<file path="config.mk">
export PLATFORM = sky130hd
export DESIGN_NAME = chirp_framer
export DESIGN_NICKNAME = d
export VERILOG_FILES = /design/src/rtl/chirp_framer.sv
export SDC_FILE = /design/constraint.sdc
export NUM_CORES = 1
export LEC_CHECK = 0
export CAP_MARGIN = 20
export CORE_MARGIN = 2
export CORE_UTILIZATION = 33
export CTS_CLUSTER_DIAMETER = 150
export DETAILED_ROUTE_END_ITERATION = 12
export PLACE_DENSITY = 0.46
export SLEW_MARGIN = 30
export SYNTH_ARGS = -nofsm -noshare
export SYNTH_HDL_FRONTEND = slang
export SYNTH_SLANG_ARGS = --single-unit
export TNS_END_PERCENT = 100
</file>
<file path="constraint.sdc">
create_clock -name clk_i -period 7.2 [get_ports clk_i]
set_clock_uncertainty 0.1 [all_clocks]
set_input_delay 1.8 -clock clk_i [delete_from_list [all_inputs] [get_ports clk_i]]
set_output_delay 1.8 -clock clk_i [all_outputs]
set_load 0.01 [all_outputs]
</file>
<file path="src/rtl/chirp_framer.sv">
// chirp_framer: frames decimated chirp samples into N-sample FFT frames.
// Optional drop counter: define CHIRP_FRAMER_DROP_CNT_EN.
module chirp_framer #(
  parameter int DW      = 14,
  parameter int N       = 1024,
  parameter int SKIP    = 16,
  parameter int FIFO_AW = 4
) (
  input  logic          clk_i,
  input  logic          rst_n,
  input  logic [DW-1:0] data_i,
  input  logic          valid_i,
  input  logic          ramp_start_i,
  output logic [DW-1:0] data_o,
  output logic          valid_o,
  input  logic          ready_i,
  output logic          sof_o,
  output logic          eof_o,
  output logic          busy_o,
  output logic          ovf_o,
  output logic          frame_err_o,
  output logic [15:0]   drop_cnt_o
);

  localparam int IW    = $clog2(N);
  localparam int FW    = DW + 2;
  localparam int DEPTH = 1 << FIFO_AW;

  localparam logic [IW-1:0] K_LAST = IW'(N - 1);
  localparam logic [7:0] S_LAST =
    (SKIP == 0) ? 8'd0 : 8'(SKIP - 1);

  localparam logic [FIFO_AW:0] P_ONE =
    {{FIFO_AW{1'b0}}, 1'b1};

  typedef enum logic [1:0] {
    S_IDLE,
    S_SKIP,
    S_CAP
  } state_t;

  localparam state_t START_ST =
    (SKIP == 0) ? S_CAP : S_SKIP;

  state_t        state;
  logic [7:0]    skip_cnt;
  logic [IW-1:0] idx;

  logic [FW-1:0]    mem [DEPTH];
  logic [FIFO_AW:0] wr_ptr;
  logic [FIFO_AW:0] rd_ptr;
  logic [FW-1:0]    head;

  logic empty;
  logic full;
  logic pop;
  logic push_req;
  logic push;
  logic drop;

  assign empty = (wr_ptr == rd_ptr);
  assign full  =
    (wr_ptr[FIFO_AW] != rd_ptr[FIFO_AW]) &&
    (wr_ptr[FIFO_AW-1:0] == rd_ptr[FIFO_AW-1:0]);

  assign valid_o  = !empty;
  assign pop      = valid_o && ready_i;
  assign push_req = (state == S_CAP) && valid_i;
  assign push     = push_req && (!full || pop);
  assign drop     = push_req && full && !pop;

  // Head word is zeroed while the FIFO is empty.
  assign head   = valid_o ? mem[rd_ptr[FIFO_AW-1:0]] : '0;
  assign data_o = head[DW-1:0];
  assign eof_o  = head[DW];
  assign sof_o  = head[DW+1];

  // Sample storage; a full-and-popping write reuses the popped slot.
  always_ff @(posedge clk_i) begin
    if (push) begin
      mem[wr_ptr[FIFO_AW-1:0]] <=
        {(idx == '0), (idx == K_LAST), data_i};
    end
  end

  // FIFO pointers and sticky overflow flag.
  always_ff @(posedge clk_i or negedge rst_n) begin
    if (!rst_n) begin
      wr_ptr <= '0;
      rd_ptr <= '0;
      ovf_o  <= 1'b0;
    end else begin
      if (push) wr_ptr <= wr_ptr + P_ONE;
      if (pop)  rd_ptr <= rd_ptr + P_ONE;
      if (drop) ovf_o  <= 1'b1;
    end
  end

  // Frame FSM: settle after ramp start, then count N samples.
  always_ff @(posedge clk_i or negedge rst_n) begin
    if (!rst_n) begin
      state       <= S_IDLE;
      skip_cnt    <= '0;
      idx         <= '0;
      busy_o      <= 1'b0;
      frame_err_o <= 1'b0;
    end else begin
      unique case (state)
        S_IDLE: begin
          if (ramp_start_i) begin
            skip_cnt <= '0;
            idx      <= '0;
            state    <= START_ST;
            busy_o   <= 1'b1;
          end
        end
        S_SKIP: begin
          if (ramp_start_i) frame_err_o <= 1'b1;
          if (valid_i) begin
            if (skip_cnt == S_LAST) state <= S_CAP;
            else skip_cnt <= skip_cnt + 8'd1;
          end
        end
        S_CAP: begin
          if (valid_i && idx == K_LAST) begin
            idx      <= '0;
            skip_cnt <= '0;
            if (ramp_start_i) begin
              state <= START_ST;
            end else begin
              state  <= S_IDLE;
              busy_o <= 1'b0;
            end
          end else begin
            if (valid_i) idx <= idx + IW'(1);
            if (ramp_start_i) frame_err_o <= 1'b1;
          end
        end
        default: begin
          state  <= S_IDLE;
          busy_o <= 1'b0;
        end
      endcase
    end
  end

`ifdef CHIRP_FRAMER_DROP_CNT_EN
  logic [15:0] drop_cnt;

  // Saturating count of samples lost to a full FIFO.
  always_ff @(posedge clk_i or negedge rst_n) begin
    if (!rst_n) begin
      drop_cnt <= '0;
    end else if (drop && drop_cnt != 16'hFFFF) begin
      drop_cnt <= drop_cnt + 16'd1;
    end
  end

  assign drop_cnt_o = drop_cnt;
`else
  assign drop_cnt_o = '0;
`endif

endmodule

</file>
======== Yosys cells after proc, flatten, opt, wreduce, memory -nomap -nowiden ========
Memory sizes are Yosys's and may differ from the RTL's.
Cells that the tools add are included.
word-level totals
  register bits after elaboration ......... 33
  bits in writable memories ............... 256
  output and inout bits ................... 36
  word-level logic and storage cells ...... 75
  memories ................................ 1
operators by class
  add/subtract/negate cells ............... 4
  eq/ne operators ......................... 15
  muxes and demuxes ....................... 25
  bitwise operators ....................... 1
  reductions and logical operators ........ 21
memory list
  name  words  bits a word  rd ports  clocked after Yosys merged registers in  write ports  line  text
  mem   16     16           1         0                                        1            49    logic [FW-1:0] mem [DEPTH];
operators by type and width
  kind                                                 count
  2-to-1 mux 8 bit                                     4
  2-to-1 mux 10 bit                                    3
  one-hot mux 8 bit (3 select lines)                   1
  one-hot mux 10 bit (2 select lines)                  1
  2-to-1 mux 16 bit                                    1
  != test 2 bit, second input constant                 6
  adder 10 x 1 -> 10 bit, second input constant        1
  adder 5 x 1 -> 5 bit, second input constant          2
  equality test 10 bit, second input constant          1
  zero test 10 bit                                     1
  adder 8 x 1 -> 8 bit, second input constant          1
  equality test 8 x 4 -> 1 bit, second input constant  1
  2-to-1 mux 1 bit                                     8
  2-to-1 mux 2 bit                                     4
  AND reduction 4 bit                                  2
  logical AND 1 bit                                    7
  one-hot mux 2 bit (3 select lines)                   1
  equality test 5 bit                                  1
  AND reduction 5 bit                                  1
  equality test 4 bit                                  1
  nonzero test 2 bit                                   2
  zero test 1 bit                                      3
  != test 3 x 2 -> 1 bit, second input constant        1
  one-hot mux 1 bit (3 select lines)                   1
  other kinds (11)                                     11

======== Logic depth before layout (Yosys ltp) ========
  depth in word-level cells ............... 7
  gate-level depth with buffers ........... 7

======== Least setup slack after synthesis ========
OpenSTA, ideal clock, no wires.
  kind .................................... reg2out
  start point ............................. register rd_ptr[0]
  end point ............................... output data_o[12]
  arrival ................................. 1,719 ps
  required time ........................... 5,300 ps
  setup slack ............................. 3,581 ps
  cell stages (with the launch flop) ...... 7
  path buffers ............................ 3
  cells stage by stage .................... dfrtp_1 > clkbuf_2 > buf_4 > buf_6 > mux4_2 > a211oi_1 > a211oi_2
between the ends
  cells in the longest elaborated chain, start to end .. 2
ends and longest elaborated chain
  element                                                           line  text
  from (decl)                                                       51    logic [FIFO_AW:0] rd_ptr;
  from (signal assigned)                                            94    if (pop) rd_ptr <= rd_ptr + P_ONE;
  memory read (16 x 16 bit) or equality test 5 bit (tied branches)  -
  2-to-1 mux 16 bit (*)                                             73    assign head = valid_o ? mem[rd_ptr[FIFO_AW-1:0]] : '0;
  to (decl)                                                         14    output logic [DW-1:0] data_o,
Mark *: on every way between the ends. The rest lies on a longest branch, timed or not.

======== Final worst setup path ========
  start point ............................. register rd_ptr[0]
  end point ............................... output sof_o
between the ends
  cells in the longest elaborated chain, start to end .. 2
ends and longest elaborated chain
  element                                                           line  text
  memory read (16 x 16 bit) or equality test 5 bit (tied branches)  -
  2-to-1 mux 16 bit (*)                                             73
  to (decl)                                                         17    output logic sof_o,
Marked as above.

==> impl_metrics.ini <==
[critical_path]
r2r_end = mem[12][2]
worstPathArrival_ns = 3.46
crit_path_end_kind = output port
start_kind = register
reg2regPathDepth = 5
crit_path_top_delay_cell = buf_4
r2r-start = rd_ptr[4]
cp_max_fo = 34
crit_type = register to output port
rrSetupSlack_ns = 4.11
crit_chain = buf_4 > mux4_2 > nor2b_1 > a211oi_1 > a211oi_1 > clkdlybuf4s50_1
crit_required_ns = 5.30
path_common_cell = a211oi_1
max_stage_delay_ns = 0.59

[clock_network]
tritoncts.num_buffers = 31
cts_sinks = 289
clock_latency_ns = 0.55
cts_setup_buffers = 0
cts_tree = yes
clkTransAtPathRegs_ns = 0.06
clockBufferDepth = 3
postCtsHoldBufs = 0
cts_resized = 0
cts-root-buf = clkbuf_16
htree_levels = 1

[drt]
routed_via_density = 5.13
num_vias = 6084
wl_met1_um = 12700
drt_iter0_drc = 437
maxUsedRoutingLayer = met4
dr.pass1.iters = 4
wl_met2_um = 13700
routed_wirelength_um = 27600
wl_met3_um = 830
wl_per_cell_um = 23.3
drc_errors = 0
drtAntennaViolNets = 0

[global_routing]
grt_use_total_pct = 14.8
grt_overflow = 0
grt_max_degree = 68
grt_pass1_wl_um = 41800
antenna_found_initial = 0
grt_pass1_vias = 6564

[floorplanning]
rows = 69
die_area_um2 = 37900
die_w_um = 195
io-pin-count = 55
core-area_um2 = 35700
start_util_pct = 33.7
die_y_um = 195

[timing]
fmax_mhz = 187
grt_setup_unrepaired = false
setup_violations = 0
hold_viol = 0
min_period_ns = 5.36
finalCritPeriodShare_pct = 74.5
slew_viol_final = 0
fin_tns_setup_ns = 0
tightest_slew_ns = 0.834
slew_headroom_pct = 44.4

[place]
io_buffers = 38
placed_area_um2 = 12900
gp_congestion = 0.744
post-dp-hpwl_um = 16300

[synth]
synth.yosys.seq_area_share_pct = 70.9
synth.largest_area_cell = edfxtp_1
yosysTopAreaCellShare_pct = 64.1
synthArstFlopShare_pct = 11.4
synth_cells = 647
synth_seq_cells = 289
ys.flop_type = edfxtp_1
synth_area_leaders = edfxtp_1, mux4_2, dfrtp_1
synth-edff-count = 256
ys_warn_count = 0
synth_cell_types = 55
avgSynthCellArea_um2 = 18.5
netlist_top_cells_count = edfxtp_1, mux4_2, dfrtp_1, a211oi_1, nor2b_1
synth.most_common_cell = edfxtp_1
synth_area_um2 = 12000

[cells_and_area]
syn_to_final_growth_pct = 15.1
antenna_cells = 0
layout-drive-gt1-share_pct = 21.4
fillerInstances = 3305
final_cell_area_um2 = 13800
final_nets = 727

[job]
cap_violations = 0

[pwr]
p_per_area_nw_per_um2 = 352
irDropWorstVdd_uv = 204
power_mw = 4.86
leakage_nw = 4.57

[hold_path]
whs_endpoint = ovf_o
whs_path_depth = 1
hp-start = ovf_o
hp-class = register to register

[status]
status = completed
## where the power goes
group | switching (mW) | leakage (nW) | total [mW] | internal [mW]
combinational | 0.760 | 1.41 | 1.46 | 0.703
sequential | 0.0508 | 2.70 | 1.92 | 1.87
clock | 0.612 | 0.460 | 1.47 | 0.862
total | 1.42 | 4.57 | 4.86 | 3.44
## state kept, by name, indices dropped and copies added (netlist names)
register and cells:
idx 10, skip_cnt 8, state 2, busy_o 1, wr_ptr 5, mem 256
ovf_o 1, frame_err_o 1, rd_ptr 5
## cells in the final DEF, fill, tap and decap left out, types with 8 or more instances in the layout
cell type	instances
mux4_2	64
nand3_1	10
o21ai_0	10
a21oi_1	8
conb_1	16
clkbuf_16	31
edfxtp_1	256
and3_1	11
nor2b_1	23
buf_4	17
nor2_1	9
clkdlybuf4s50_1	38
mux2i_1	18
nand2_1	22
xor2_1	12
clkbuf_1	14
a211oi_2	9
a211oi_1	25
dfrtp_1	29
ha_1	8
## kinds of logic after synthesis
kind of cell	Yosys count	synth area share, %
DFF	289	70.9
and+or+nand+nor	117	5.64
muxes	84	13.7
AOI/OAI and AO/OA	72	4.70
buffers and inverters	58	2.85
xor gates and xnor gates	18	1.31
adders and majority gates	8	0.834
other	1	0.0312
## worst max-delay path, delay by kind of cell, from the launching register on
family,cells,cell delay [ns]
muxes,1,0.58
AOI/OAI and AO/OA,2,0.66
buffers and inverters,2,1.12
DFF,1,0.42
and+or+nand+nor,1,0.14
## routing by layer
layer | vias up | GRT usage, %
met4 | 0 | 2.93
li1 | 2691 | -
met2 | 114 | 25.1
met3 | 38 | 1.96
met1 | 3241 | 20.5
met5 | - | 0
## per-stage QoR
stage	hold slack (ns)	utilization [%]	cells	setup slack, ns
2_1_floorplan	0.362	-	662	3.58
3_3_place_gp	0.371	36.0	1126	2.37
3_5_place_dp	0.363	36.1	1128	2.39
4_1_cts	0.385	38.8	1185	1.81
5_1_grt	0.411	38.8	1185	1.67
6_report	0.380	38.8	1185	1.84
## worst max-delay path by stage
stage            endpoint  slack [ns]      start
6_report            sof_o        1.84  rd_ptr[0]
3_3_place_gp        sof_o        2.37  rd_ptr[1]
2_1_floorplan  data_o[12]        3.58  rd_ptr[0]
4_1_cts             sof_o        1.81  rd_ptr[0]
3_5_place_dp   mem[13][1]        2.39    valid_i
5_1_grt             sof_o        1.67  rd_ptr[0]
## final cells by class
type	instances	area (um^2)	area share, %
flip-flops and latches	289	8520	61.7
multi-input cells	315	3230	23.4
clock buffers	48	870	6.29
well taps	461	577	4.17
repair buffers	56	519	3.76
clock inverters	9	78.8	0.570
inverters	7	26.3	0.190
Power figures use the tool's default switching activity.
